**src/rtl/majority_pkg.sv**
```systemverilog
// majority_pkg: shared definitions for the TMR majority voter.
//   LANE_A/LANE_B/LANE_C : bit positions of each lane inside a dissent mask
//   lane_mask_t          : 3-bit per-lane flag vector (bit i = lane i)
//   maj3()               : 1-bit 2-of-3 majority
package majority_pkg;

  localparam int LANE_A = 0;
  localparam int LANE_B = 1;
  localparam int LANE_C = 2;

  typedef logic [2:0] lane_mask_t;

  function automatic logic maj3(input logic x, input logic y, input logic z);
    return (x & y) | (y & z) | (x & z);
  endfunction

endpackage

```
**src/rtl/majority_bit.sv**
```systemverilog
// majority_bit: combinational 2-of-3 voter for a single bit position.
//   x, y, z : lane A/B/C bit
//   maj     : majority of x, y, z
//   dissent : per-lane flag, set when that lane disagrees with maj
module majority_bit
  import majority_pkg::*;
(
  input  logic       x,
  input  logic       y,
  input  logic       z,
  output logic       maj,
  output lane_mask_t dissent
);

  always_comb begin
    maj             = maj3(x, y, z);
    // A 3-way tie is impossible, so at most one of these is set.
    dissent         = '0;
    dissent[LANE_A] = x ^ maj;
    dissent[LANE_B] = y ^ maj;
    dissent[LANE_C] = z ^ maj;
  end

endmodule

```
**src/rtl/majority_voter.sv**
```systemverilog
// majority_voter: registered three-lane bitwise majority voter for TMR.
//   clk, rst    : rising-edge clock, synchronous active-high reset
//   in_valid    : a/b/c carry a sample this cycle
//   a, b, c     : lane 0/1/2 data, WIDTH bits each
//   out_valid   : f/dissent valid this cycle (1-cycle latency)
//   f           : bitwise majority of a, b, c
//   dissent     : bit i set when lane i differed from f in any bit
//   dissent_cnt : saturating count of dissenting samples; present only when
//                 the macro MAJORITY_DISSENT_CNT_EN is defined
module majority_voter
  import majority_pkg::*;
#(
  parameter int WIDTH = 1,
  parameter int CNT_W = 16
) (
  input  logic             clk,
  input  logic             rst,
  input  logic             in_valid,
  input  logic [WIDTH-1:0] a,
  input  logic [WIDTH-1:0] b,
  input  logic [WIDTH-1:0] c,
  output logic             out_valid,
  output logic [WIDTH-1:0] f,
`ifdef MAJORITY_DISSENT_CNT_EN
  output logic [2:0]       dissent,
  output logic [CNT_W-1:0] dissent_cnt
`else
  output logic [2:0]       dissent
`endif
);

  logic [WIDTH-1:0] maj_vec_p0;
  lane_mask_t       bit_dis_p0 [WIDTH];
  lane_mask_t       dissent_vec_p0;

  for (genvar k = 0; k < WIDTH; k++) begin : g_bit
    majority_bit u_bit (
      .x       (a[k]),
      .y       (b[k]),
      .z       (c[k]),
      .maj     (maj_vec_p0[k]),
      .dissent (bit_dis_p0[k])
    );
  end

  // Different bits may blame different lanes, so the masks are OR-ed.
  always_comb begin
    dissent_vec_p0 = '0;
    for (int k = 0; k < WIDTH; k++) begin
      dissent_vec_p0 = dissent_vec_p0 | bit_dis_p0[k];
    end
  end

  // ---- stage p0 -> p1 register ----
  logic             vld_p1_d,     vld_p1_q;
  logic [WIDTH-1:0] f_p1_d,       f_p1_q;
  lane_mask_t       dissent_p1_d, dissent_p1_q;

  // Lanes are only looked at when in_valid is high, so idle X/Z on the
  // inputs cannot reach the held outputs.
  always_comb begin
    vld_p1_d     = in_valid;
    f_p1_d       = f_p1_q;
    dissent_p1_d = dissent_p1_q;
    if (in_valid) begin
      f_p1_d       = maj_vec_p0;
      dissent_p1_d = dissent_vec_p0;
    end
  end

  always_ff @(posedge clk) begin
    if (rst) begin
      vld_p1_q     <= 1'b0;
      f_p1_q       <= '0;
      dissent_p1_q <= '0;
    end else begin
      vld_p1_q     <= vld_p1_d;
      f_p1_q       <= f_p1_d;
      dissent_p1_q <= dissent_p1_d;
    end
  end

  assign out_valid = vld_p1_q;
  assign f         = f_p1_q;
  assign dissent   = dissent_p1_q;

`ifdef MAJORITY_DISSENT_CNT_EN
  function automatic logic [CNT_W-1:0] sat_inc(input logic [CNT_W-1:0] v);
    return (&v) ? v : v + CNT_W'(1);
  endfunction

  logic [CNT_W-1:0] cnt_p1_d, cnt_p1_q;

  always_comb begin
    cnt_p1_d = cnt_p1_q;
    if (in_valid && (|dissent_vec_p0)) begin
      cnt_p1_d = sat_inc(cnt_p1_q);
    end
  end

  always_ff @(posedge clk) begin
    if (rst) begin
      cnt_p1_q <= '0;
    end else begin
      cnt_p1_q <= cnt_p1_d;
    end
  end

  assign dissent_cnt = cnt_p1_q;
`endif

endmodule

```
**config.mk**
```make
export PLATFORM = sky130hd
export DESIGN_NAME = majority_voter
export DESIGN_NICKNAME = d
export VERILOG_FILES = /design/src/rtl/majority_pkg.sv /design/src/rtl/majority_bit.sv /design/src/rtl/majority_voter.sv
export SDC_FILE = /design/constraint.sdc
export NUM_CORES = 1
export LEC_CHECK = 0
export ABC_AREA = 1
export BUFFER_PORTS_ARGS = -buffer_cell sky130_fd_sc_hd__buf_2
export CORE_AREA = 2 2 39 41
export CTS_CLUSTER_DIAMETER = 100
export CTS_CLUSTER_SIZE = 40
export DETAILED_ROUTE_END_ITERATION = 10
export DIE_AREA = 0 0 41 43
export MAX_ROUTING_LAYER = met4
export PLACE_DENSITY_LB_ADDON = 0.12
export SYNTH_ARGS = -nofsm -noshare
export SYNTH_HDL_FRONTEND = slang
export SYNTH_SLANG_ARGS = --single-unit
```
**constraint.sdc**
```tcl
create_clock -name clk -period 0.8 [get_ports clk]
set_input_delay 0.04 -clock clk [delete_from_list [all_inputs] [get_ports clk]]
set_output_delay 0.04 -clock clk [all_outputs]
set_load 0.01 [all_outputs]
```
[Yosys cells after proc, flatten, opt, wreduce, memory -nomap -nowiden]
Cells that the tools add are included.
Word-level totals
  output and inout port bits: 5
  logic and storage cells: 11
  register bits after elaboration: 5
Cells by class
  bitwise logic cells: 8
Operators by type and width (count)
  1-bit bitwise AND: 3
  1-bit XOR: 3
  1-bit bitwise OR: 2

[Depth between registers and ports, before layout]
Gate-level depths: netlist of the first run.
  depth in word-level cells: 4
  depth in mapped cells: 5
  mapped depth without buffers: 5

[By module]
Synthesis of the first run repeated with hierarchy kept, for this count alone.
Unflattened totals
  cell total of the unflattened synthesis: 45
  area total of the unflattened synthesis: 276.5 sq um
Modules (own cells, without submodules)
  majority_voter: instances 1, area an instance 207.7 sq um, cells an instance 29, seq. area each 100.1 sq um
  majority_bit: instances 1, area an instance 68.8 sq um, cells an instance 16, seq. area each 0.0 sq um

[Least setup slack after synthesis of the first run]
Ideal clock, no wire load.
  kind: register to register
  from: reg dissent[0] (netlist name)
  to: reg dissent_p1_q[0] (netlist: dissent[0])
  data arrival time: 0.531 ns
  data required time: 0.691 ns
  slack: 0.160 ns
  clock period less this slack: 0.640 ns
  cell stages (with the launch flop): 5
  path through: dfxtp_1 nor2_1 nor2_1 nand2_1 inv_1
RTL lines
  end signal, assigned: RTL line majority_voter.sv:79  | dissent_p1_q <= dissent_p1_d;
  end, declared: RTL line majority_voter.sv:57  | lane_mask_t dissent_p1_d, dissent_p1_q;

[Final worst setup path of the first run]
  from: reg dissent_p1_q[2] (netlist: dissent[2])
  to: out dissent[2]
RTL lines
  end, declared: RTL line majority_voter.sv:28  | output logic [2:0] dissent
No word-level cell between the ends.

==> impl_summary.txt, run 1 <==
----------------------------------------------------
[Outcome]
  Run status ... completed

[Clock tree]
  Total number of clock tree sinks ... 5
  Clock edge transition at the registers on the reported setup and hold paths ... 0.04 ns
  Maximum root-to-sink buffer count ... 2
  Depth of the CTS H-tree ... 1
  Insertion delay to the later sink of the worst-skew pair ... 0.24 ns
  Post-cts repair resize count ... 0
  Setup Buffers After CTS ... 0
  Number of buffers created by CTS ... 3
  TritonCTS clock tree ... done
  # hold bufs at CTS ... 0
  Clock root buffer master ... sky130_fd_sc_hd__clkbuf_4

[Yosys]
  #FFs+latches synth ... 5
  Post-synth top area share ... 0.410
  Synthesized cell area ... 244 um2
  Mean instance size in the synthesized netlist ... 6.26 um2
  Mapped Cells ... 39
  Cell variety after synth ... 8
  Share of the yosys chip area belonging to registers ... 0.410
  Synthesized net count ... 45
  Biggest area contributors in the synthesized netlist ... sky130_fd_sc_hd__dfxtp_1 (41%), sky130_fd_sc_hd__nand3_1 (16%), sky130_fd_sc_hd__inv_1 (12%)
  Yosys warning count ... 0
  Cell type contributing the most total cell area after synthesis ... sky130_fd_sc_hd__dfxtp_1

[Critical path]
  Worst path max stage delay ... 0.32 ns
  Critical Path Slowest Stage Cell ... sky130_fd_sc_hd__dfxtp_1
  Source of the critical timing path ... dissent[2]$_SDFFE_PP0P_
  Worst Path Max Fanout ... 2
  Reg-to-reg endpoint ... dissent[0]$_SDFFE_PP0P_
  Kind of start point of the critical path ... flop
  Critical path's top delay family ... flip-flops
  R2r startpoint ... dissent[0]$_SDFFE_PP0P_
  Capturing instance or port of the critical path ... dissent[2]
  R2R setup slack ... 0.18 ns
  Data arrival time of the critical path ... 0.69 ns
  Kind of critical path ... flop to primary output
  Total stage count of the critical path ... 1
  Number of buffers and inverters on the critical path ... 1
  Cell-by-cell trace of the critical path ... buf_2
  Path depth of the worst reg2reg path ... 4
  Nature of the critical path endpoint ... primary output
  Endpoint required time on the critical path ... 0.76 ns

[Cells and area]
  Diode insertion count for antenna repair ... 0
  Seq. cell area ... 100 um2
  Core Util, Final ... 0.242
  NumNets Final ... 59
  Number of filler instances in the final layout ... 162
  Area of the multi-input gates ... 109 um2
  Signed area change from the synthesized netlist to the final layout ... 37.4%
  Ratio of cells with drive above 1 in the final layout ... 0.250

[Timing]
  Final period utilization ... 0.916
  Sum of negative setup slack ... 0 ns
  Worst-Margin Slew ... 0.158 ns
  Setup-failing EPs final ... 0
  Final Max Tran Viols ... 0
  Tightest slew margin relative to the limit ... 0.895
  F_max ... 1360 MHz
  Number of failing hold endpoints at the final stage ... 0
  RSZ-0062 raised after global routing ... no
  Clock skew after layout ... 0 ns
  Shortest clock period the worst path allows after layout ... 0.733 ns

[Power and ir drop]
  Maximum ir drop on the vdd rail ... 0.000918 V
  Leakage dissipation ... 0.200 nW
  Power Dens Cells ... 1990 nW/um2

[Floorplan]
  Die footprint ... 1760 um2
  Die boundary width ... 41 um
  Top-level port count ... 11
  Initial standard-cell utilization of the core ... 0.176
  Chip height ... 43 um
  CORE AREA ... 1380 um2
  Placement row count ... 14

[Job]
  Number of maximum-capacitance violations ... 0

[Route]
  Vias ... 266
  Antenna-violating nets left ... 0
  # DRC ... 0
  Wire length per cell ... 7.59 um
  Pre-antenna DRT Iters ... 4
  Wire length reported by the detailed router ... 516 um
  Post-DR vias/cell ... 3.91
  Violation count after the first detailed-routing iteration ... 1

[GRT]
  Number of global-route vias before repair ... 209
  Number of antenna violations at the first check in global routing ... 0
  Remaining global-route overflow ... 0
  Global routing usage summed across all routing layers ... 0.0751
  Global-route wire length before repair ... 800 um
  Maximum number of pins on one net before global-route repair ... 10

[Placement]
  Count of input and output buffers ... 10
  Half-perimeter wire length after detailed placement ... 402 um
  Routability Congestion ... 0.693

[Hold path]
  Class of the most critical hold timing path ... input port to flop

----------------------------------------------------
==> routing by layer <==
layer | up-vias | routed length (um) | track usage
met1 | 109 | 221 | 0.0804
met4 | 0 | 0 | 0
met5 | - | 0 | -
li1 | 144 | - | -
met3 | 0 | 81 | 0.0942
met2 | 13 | 213 | 0.0938
==> cells in the final DEF, fill, tap and decap left out <==
master                      n
sky130_fd_sc_hd__buf_2     10
sky130_fd_sc_hd__inv_1      8
sky130_fd_sc_hd__nor2_1     8
sky130_fd_sc_hd__nand3_1    8
sky130_fd_sc_hd__nand2_1    7
sky130_fd_sc_hd__dfxtp_1    5
sky130_fd_sc_hd__clkbuf_4   3
sky130_fd_sc_hd__o21bai_1   1
sky130_fd_sc_hd__a21oi_1    1
sky130_fd_sc_hd__clkbuf_1   1
==> cell usage after synthesis (all sizes together) <==
cell type and instances:
nand3 8, nor2 8, nand2 7, buf 1
a21oi 1, inv 8, dfxtp 5, o21bai 1
==> registers in the layout, indices dropped and copies added, names as in the netlist <==
name       count
f              1
out_valid      1
dissent        3
==> cell families (layout without fill, tap and decap cells) <==
logic type | count (synthesis) | after routing | share of synthesized area
and+or+nand+nor | 23 | 23 | 0.395
buffers and inverters | 9 | 22 | 0.144
DFF | 5 | 5 | 0.410
AOI/OAI and AO/OA | 2 | 2 | 0.0513
==> layout make-up <==
class	instances	area share
clock buffer	4	0.0784
inverter	8	0.0896
multi-input combinational	25	0.325
sequential	5	0.299
tap	16	0.0597
timing repair buffer	10	0.149
==> report_power, final <==
group	switching, mW	internal [mW]	total [mW]
Combinational	0.0596	0.0417	0.101
Sequential	0.00607	0.266	0.273
Clock	0.104	0.189	0.293
==> worst min-delay path by stage <==
stage / start / end / slack (ns) / cells past startpoint
detailed placement: rst / out_valid$_SDFF_PP0_ / 0.27 / 2
finish: rst / out_valid$_SDFF_PP0_ / 0.02 / 2
global placement: rst / out_valid$_SDFF_PP0_ / 0.28 / 2
global route: rst / out_valid$_SDFF_PP0_ / 0.02 / 2
floorplan: rst / out_valid$_SDFF_PP0_ / 0.11 / 1
CTS: rst / out_valid$_SDFF_PP0_ / 0.01 / 2
==> stage by stage <==
| step | total power, mW | area [um2] | hold WS (ns) | instances | worst slack (ns) |
|---|---|---|---|---|---|
| 2_1_floorplan | 0.336 | 244 | 0.111 | 39 | 0.160 |
| 3_3_place_gp | 0.381 | 309 | 0.279 | 64 | 0.177 |
| 3_5_place_dp | 0.379 | 309 | 0.270 | 64 | 0.176 |
| 4_1_cts | 0.681 | 335 | 0.0121 | 68 | 0.0626 |
| 5_1_grt | 0.714 | 335 | 0.0182 | 68 | 0.0272 |
| 6_report | 0.667 | 335 | 0.0200 | 68 | 0.0670 |
Note: power is estimated with default switching activity, not from simulation.
==> run 2, diff against run 1 <==
--- a/config.mk
+++ b/config.mk
@@ -14,6 +14,8 @@
 export DIE_AREA = 0 0 41 43
 export MAX_ROUTING_LAYER = met4
 export PLACE_DENSITY_LB_ADDON = 0.12
+export RECOVER_POWER = 100
+export SKIP_CTS_REPAIR_TIMING = 1
 export SYNTH_ARGS = -nofsm -noshare
 export SYNTH_HDL_FRONTEND = slang
 export SYNTH_SLANG_ARGS = --single-unit
==> run 2 against run 1 <==
Compared with the run above: first-iteration DRC count unchanged; utilization fell by 0.27 points; clock-buffer cell count did not move; critical path type unchanged; via count did not move; combinational power is essentially flat; cell area down 1.1%; sequential share of layout area increased by 0.34 points; non-clock buffer count did not move.
==> impl_summary.txt, run 2 (synthesis gave the netlist of run 1 again) <==
----------------------------------------------------
[Route]
  Wire length reported by the detailed router ... 518 um
  Vias ... 266
  Violation count after the first detailed-routing iteration ... 1
  # DRC ... 0
  Post-DR vias/cell ... 3.91
  Antenna-violating nets left ... 0
  Pre-antenna DRT Iters ... 4
  Wire length per cell ... 7.62 um

[Clock tree]
  TritonCTS clock tree ... done
  Number of buffers created by CTS ... 3
  Maximum root-to-sink buffer count ... 2
  Total number of clock tree sinks ... 5
  Clock root buffer master ... sky130_fd_sc_hd__clkbuf_4
  Insertion delay to the later sink of the worst-skew pair ... 0.24 ns
  Depth of the CTS H-tree ... 1
  Clock edge transition at the registers on the reported setup and hold paths ... 0.04 ns

[Timing]
  Sum of negative setup slack ... 0 ns
  Final Max Tran Viols ... 0
  RSZ-0062 raised after global routing ... no
  Setup-failing EPs final ... 0
  F_max ... 1320 MHz
  Worst-Margin Slew ... 0.373 ns
  Number of failing hold endpoints at the final stage ... 0
  Tightest slew margin relative to the limit ... 0.751
  Clock skew after layout ... 0 ns
  Final period utilization ... 0.946
  Shortest clock period the worst path allows after layout ... 0.757 ns
  Smallest setup slack after layout ... 0.0433 ns

[Floorplan]
  Placement row count ... 14
  Top-level port count ... 11
  Initial standard-cell utilization of the core ... 0.176
  CORE AREA ... 1380 um2
  Chip height ... 43 um
  Die boundary width ... 41 um
  Die footprint ... 1760 um2

[GRT]
  Remaining global-route overflow ... 0
  Global-route wire length before repair ... 800 um
  Maximum number of pins on one net before global-route repair ... 10
  Global routing usage summed across all routing layers ... 0.0751
  Number of global-route vias before repair ... 209
  Number of antenna violations at the first check in global routing ... 0

[Cells and area]
  Commonest non-fill, non-tap cells in the layout ... sky130_fd_sc_hd__inv_1 (8), sky130_fd_sc_hd__nor2_1 (8), sky130_fd_sc_hd__nand3_1 (8)
  Ratio of cells with drive above 1 in the final layout ... 0.192
  Diode insertion count for antenna repair ... 0
  NumNets Final ... 59
  Number of filler instances in the final layout ... 162
  Signed area change from the synthesized netlist to the final layout ... 35.9%
  Max FFs per register ... 3

[Critical path]
  Worst path max stage delay ... 0.33 ns
  Endpoint required time on the critical path ... 0.76 ns
  Worst Path Max Fanout ... 2
  Critical Path Slowest Stage Cell ... sky130_fd_sc_hd__dfxtp_1
  Critical path's top delay family ... flip-flops
  Kind of critical path ... flop to primary output
  Number of buffers and inverters on the critical path ... 1
  Nature of the critical path endpoint ... primary output
  Data arrival time of the critical path ... 0.72 ns
  Kind of start point of the critical path ... flop
  Cell-by-cell trace of the critical path ... clkbuf_1

[Hold path]
  Class of the most critical hold timing path ... input port to flop

[Job]
  Number of maximum-capacitance violations ... 0

[Placement]
  Worst slack at placement ... 0.176 ns
  Routability Congestion ... 0.693
  Count of input and output buffers ... 10
  Half-perimeter wire length after detailed placement ... 402 um

[Outcome]
  Run status ... completed

[Power and ir drop]
  Power Dens Cells ... 2000 nW/um2
  Leakage dissipation ... 0.190 nW
  Maximum ir drop on the vdd rail ... 0.000918 V

----------------------------------------------------
-- run 2: changes by cell type in the layout (fill, tap and decap cells not counted) --
cell	before	now
sky130_fd_sc_hd__clkbuf_1	1	4
sky130_fd_sc_hd__buf_2	10	6
sky130_fd_sc_hd__clkbuf_2	0	1
-- run 2: final timing paths --
path / from / end / slack, ns / cells past startpoint
worst max-delay path: dissent[2]$_SDFFE_PP0P_ / dissent[2] / 0.04 / 1
worst min-delay path: rst / out_valid$_SDFF_PP0_ / 0.02 / 2
worst max register to register: dissent[0]$_SDFFE_PP0P_ / dissent[0]$_SDFFE_PP0P_ / 0.17 / 4
worst min register to register: f$_SDFFE_PP0P_ / f$_SDFFE_PP0P_ / 0.52 / 2
-- run 2: per-stage QoR --
stage	hold slack [ns]	cells	cell area (um2)	power (mW)	util
after global routing	0.0196	68	332	0.712	0.240
after floorplan	0.111	39	244	0.336	-
after CTS	0.0121	68	335	0.681	0.242
after global placement	0.279	64	309	0.381	0.223
after detailed placement	0.270	64	309	0.379	0.223
final	0.0213	68	332	0.665	0.240
-- run 2: area by class of cell --
| cell class | count | area, um2 | share of cell area |
|---|---|---|---|
| Clock buffer | 4 | 26.3 | 0.0792 |
| Timing Repair Buffer | 10 | 46.3 | 0.140 |
| Sequential cell | 5 | 100 | 0.302 |
| Inverter | 8 | 30.0 | 0.0906 |
| Tap cell | 16 | 20.0 | 0.0604 |
| Multi-Input combinational cell | 25 | 109 | 0.328 |
-- run 2: power breakdown --
| part | internal, mW | leakage [nW] | switching, mW |
|---|---|---|---|
| sequential | 0.266 | 0.0415 | 0.00643 |
| combinational | 0.0392 | 0.133 | 0.0596 |
| clock | 0.189 | 0.0150 | 0.104 |
| total | 0.494 | 0.190 | 0.170 |
-- run 2: per-layer routing --
layer | global-route usage | wire length (um)
met2 | 0.0938 | 213
met4 | 0 | 0
met5 | - | 0
met1 | 0.0804 | 224
met3 | 0.0942 | 80
==> run 3, diff against run 2 <==
--- a/config.mk
+++ b/config.mk
@@ -14,7 +14,7 @@
 export DIE_AREA = 0 0 41 43
 export MAX_ROUTING_LAYER = met4
 export PLACE_DENSITY_LB_ADDON = 0.12
-export RECOVER_POWER = 100
+export RECOVER_POWER = 25
 export SKIP_CTS_REPAIR_TIMING = 1
 export SYNTH_ARGS = -nofsm -noshare
 export SYNTH_HDL_FRONTEND = slang
==> run 3 against run 2 <==
Compared with the run above: clock skew unchanged; utilization up 0.18 points; first-iteration DRC count unchanged; sequential power about the same; register-to-register slack about the same; non-clock buffer count unchanged; total power up 0.18%.
==> impl_summary.txt, run 3 (synthesis gave the netlist of run 1 again) <==
----------------------------------------------------
[Cells and area]
  Number of filler instances in the final layout ... 162
  Commonest non-fill, non-tap cells in the layout ... sky130_fd_sc_hd__buf_2 (9), sky130_fd_sc_hd__inv_1 (8), sky130_fd_sc_hd__nor2_1 (8), sky130_fd_sc_hd__nand3_1 (8), sky130_fd_sc_hd__nand2_1 (7)
  Non-filler cells in the finished layout ... 68
  Most common cell after layout, fill and taps aside ... sky130_fd_sc_hd__buf_2
  NumNets Final ... 59
  Core Util, Final ... 0.241
  Post-Layout Inst Area ... 334 um2
  Diode insertion count for antenna repair ... 0
  Ratio of cells with drive above 1 in the final layout ... 0.231
  Max FFs per register ... 3
  Signed area change from the synthesized netlist to the final layout ... 36.9%

[Timing]
  Final Max Tran Viols ... 0
  Worst-Margin Slew ... 0.373 ns
  Shortest clock period the worst path allows after layout ... 0.733 ns
  F_max ... 1360 MHz
  Setup-failing EPs final ... 0
  Final period utilization ... 0.916
  Tightest slew margin relative to the limit ... 0.751
  RSZ-0062 raised after global routing ... no
  Clock skew after layout ... 0 ns
  Sum of negative setup slack ... 0 ns
  Number of failing hold endpoints at the final stage ... 0
  Smallest setup slack after layout ... 0.0670 ns

[Route]
  Antenna-violating nets left ... 0
  Post-DR vias/cell ... 3.91
  Violation count after the first detailed-routing iteration ... 1
  Vias ... 266
  Wire length reported by the detailed router ... 516 um
  Wire length per cell ... 7.59 um
  # DRC ... 0
  Pre-antenna DRT Iters ... 4

[Power and ir drop]
  Maximum ir drop on the vdd rail ... 0.000918 V
  Clock share of power ... 0.440
  NetSw ... 0.170 mW
  Leakage dissipation ... 0.197 nW
  Design internal power ... 0.496 mW
  Proportion of power drawn by flip-flops and latches ... 0.409
  Relative contribution of combinational cells to total power ... 0.151
  Power Dens Cells ... 1990 nW/um2
  Switching share of total power ... 0.255

[GRT]
  Maximum number of pins on one net before global-route repair ... 10
  Global routing usage summed across all routing layers ... 0.0751
  Global-route wire length before repair ... 800 um
  Number of global-route vias before repair ... 209
  Number of antenna violations at the first check in global routing ... 0
  Remaining global-route overflow ... 0

[Floorplan]
  Die footprint ... 1760 um2
  Chip height ... 43 um
  Initial standard-cell utilization of the core ... 0.176
  Placement row count ... 14
  Top-level port count ... 11
  CORE AREA ... 1380 um2
  Die boundary width ... 41 um

[Critical path]
  Endpoint required time on the critical path ... 0.76 ns
  Number of buffers and inverters on the critical path ... 1
  Path depth of the worst reg2reg path ... 4
  Kind of start point of the critical path ... flop
  Critical Path Slowest Stage Cell ... sky130_fd_sc_hd__dfxtp_1
  R2R setup slack ... 0.17 ns
  Worst Path Max Fanout ... 2
  Cell-by-cell trace of the critical path ... buf_2
  Nature of the critical path endpoint ... primary output
  Worst path max stage delay ... 0.32 ns
  Data arrival time of the critical path ... 0.69 ns
  Critical path's top delay family ... flip-flops
  Reg-to-reg endpoint ... dissent[0]$_SDFFE_PP0P_
  Kind of critical path ... flop to primary output
  R2r startpoint ... dissent[0]$_SDFFE_PP0P_

[Clock tree]
  Total number of clock tree sinks ... 5
  Clock edge transition at the registers on the reported setup and hold paths ... 0.04 ns
  TritonCTS clock tree ... done
  Insertion delay to the later sink of the worst-skew pair ... 0.24 ns
  Maximum root-to-sink buffer count ... 2
  Depth of the CTS H-tree ... 1
  Clock root buffer master ... sky130_fd_sc_hd__clkbuf_4
  Number of buffers created by CTS ... 3

[Placement]
  Routability Congestion ... 0.693
  Half-perimeter wire length after detailed placement ... 402 um
  Count of input and output buffers ... 10
  Placement Cell Area ... 309 um2
  Placed instance count ... 64
  Worst slack at placement ... 0.176 ns

[Hold path]
  Class of the most critical hold timing path ... input port to flop
  Endpoint of the worst hold-timing path ... out_valid$_SDFF_PP0_
  Hold path start ... rst
  Hold path depth ... 2

[Outcome]
  Run status ... completed

[Job]
  Number of maximum-capacitance violations ... 0

----------------------------------------------------
==> run 3: cell types whose count changed in the layout (fill, tap and decap cells not counted) <==
| cell | before | now |
|---|---|---|
| sky130_fd_sc_hd__buf_2 | 6 | 9 |
| sky130_fd_sc_hd__clkbuf_1 | 4 | 2 |
| sky130_fd_sc_hd__clkbuf_2 | 1 | 0 |
==> run 3: per-layer routing <==
metal,part of all wire,wire length (um),up-vias,global-route usage
li1,-,-,144,-
met1,0.43,222,109,0.0804
met2,0.41,213,13,0.0938
met3,0.16,81,0,0.0942
met4,0,0,0,0
met5,0,0,-,-
==> run 3: stage by stage <==
step	power [mW]	hold WS, ns
global placement	0.381	0.279
floorplan	0.336	0.111
CTS	0.681	0.0121
finish	0.666	0.0213
global route	0.714	0.0196
detailed placement	0.379	0.270
==> run 3: worst max-delay path by stage <==
stage | startpoint | slack (ns) | depth (start not counted) | end
CTS | dissent[2]$_SDFFE_PP0P_ | 0.06 | 1 | dissent[2]
detailed placement | dissent[0]$_SDFFE_PP0P_ | 0.18 | 4 | dissent[0]$_SDFFE_PP0P_
global route | f$_SDFFE_PP0P_ | 0.03 | 1 | f
global placement | dissent[0]$_SDFFE_PP0P_ | 0.18 | 4 | dissent[0]$_SDFFE_PP0P_
floorplan | dissent[0]$_SDFFE_PP0P_ | 0.16 | 4 | dissent[0]$_SDFFE_PP0P_
finish | dissent[2]$_SDFFE_PP0P_ | 0.07 | 1 | dissent[2]
==> run 3: power groups by stage <==
| stage | combinational [mW] | sequential, mW | clock, mW |
|---|---|---|---|
| global placement | 0.105 | 0.277 | 0 |
| floorplan | 0.0498 | 0.286 | 0 |
| CTS | 0.103 | 0.272 | 0.306 |
| detailed placement | 0.102 | 0.277 | 0 |
| global route | 0.114 | 0.274 | 0.326 |
| finish | 0.100 | 0.273 | 0.293 |
==> run 3: cell type report <==
type | instances | area, um2 | area share
sequential | 5 | 100 | 0.300
inverter | 8 | 30.0 | 0.0899
multi-input combinational | 25 | 109 | 0.326
timing repair buffer | 10 | 48.8 | 0.146
clock buffer | 4 | 26.3 | 0.0787
tap | 16 | 20.0 | 0.0599
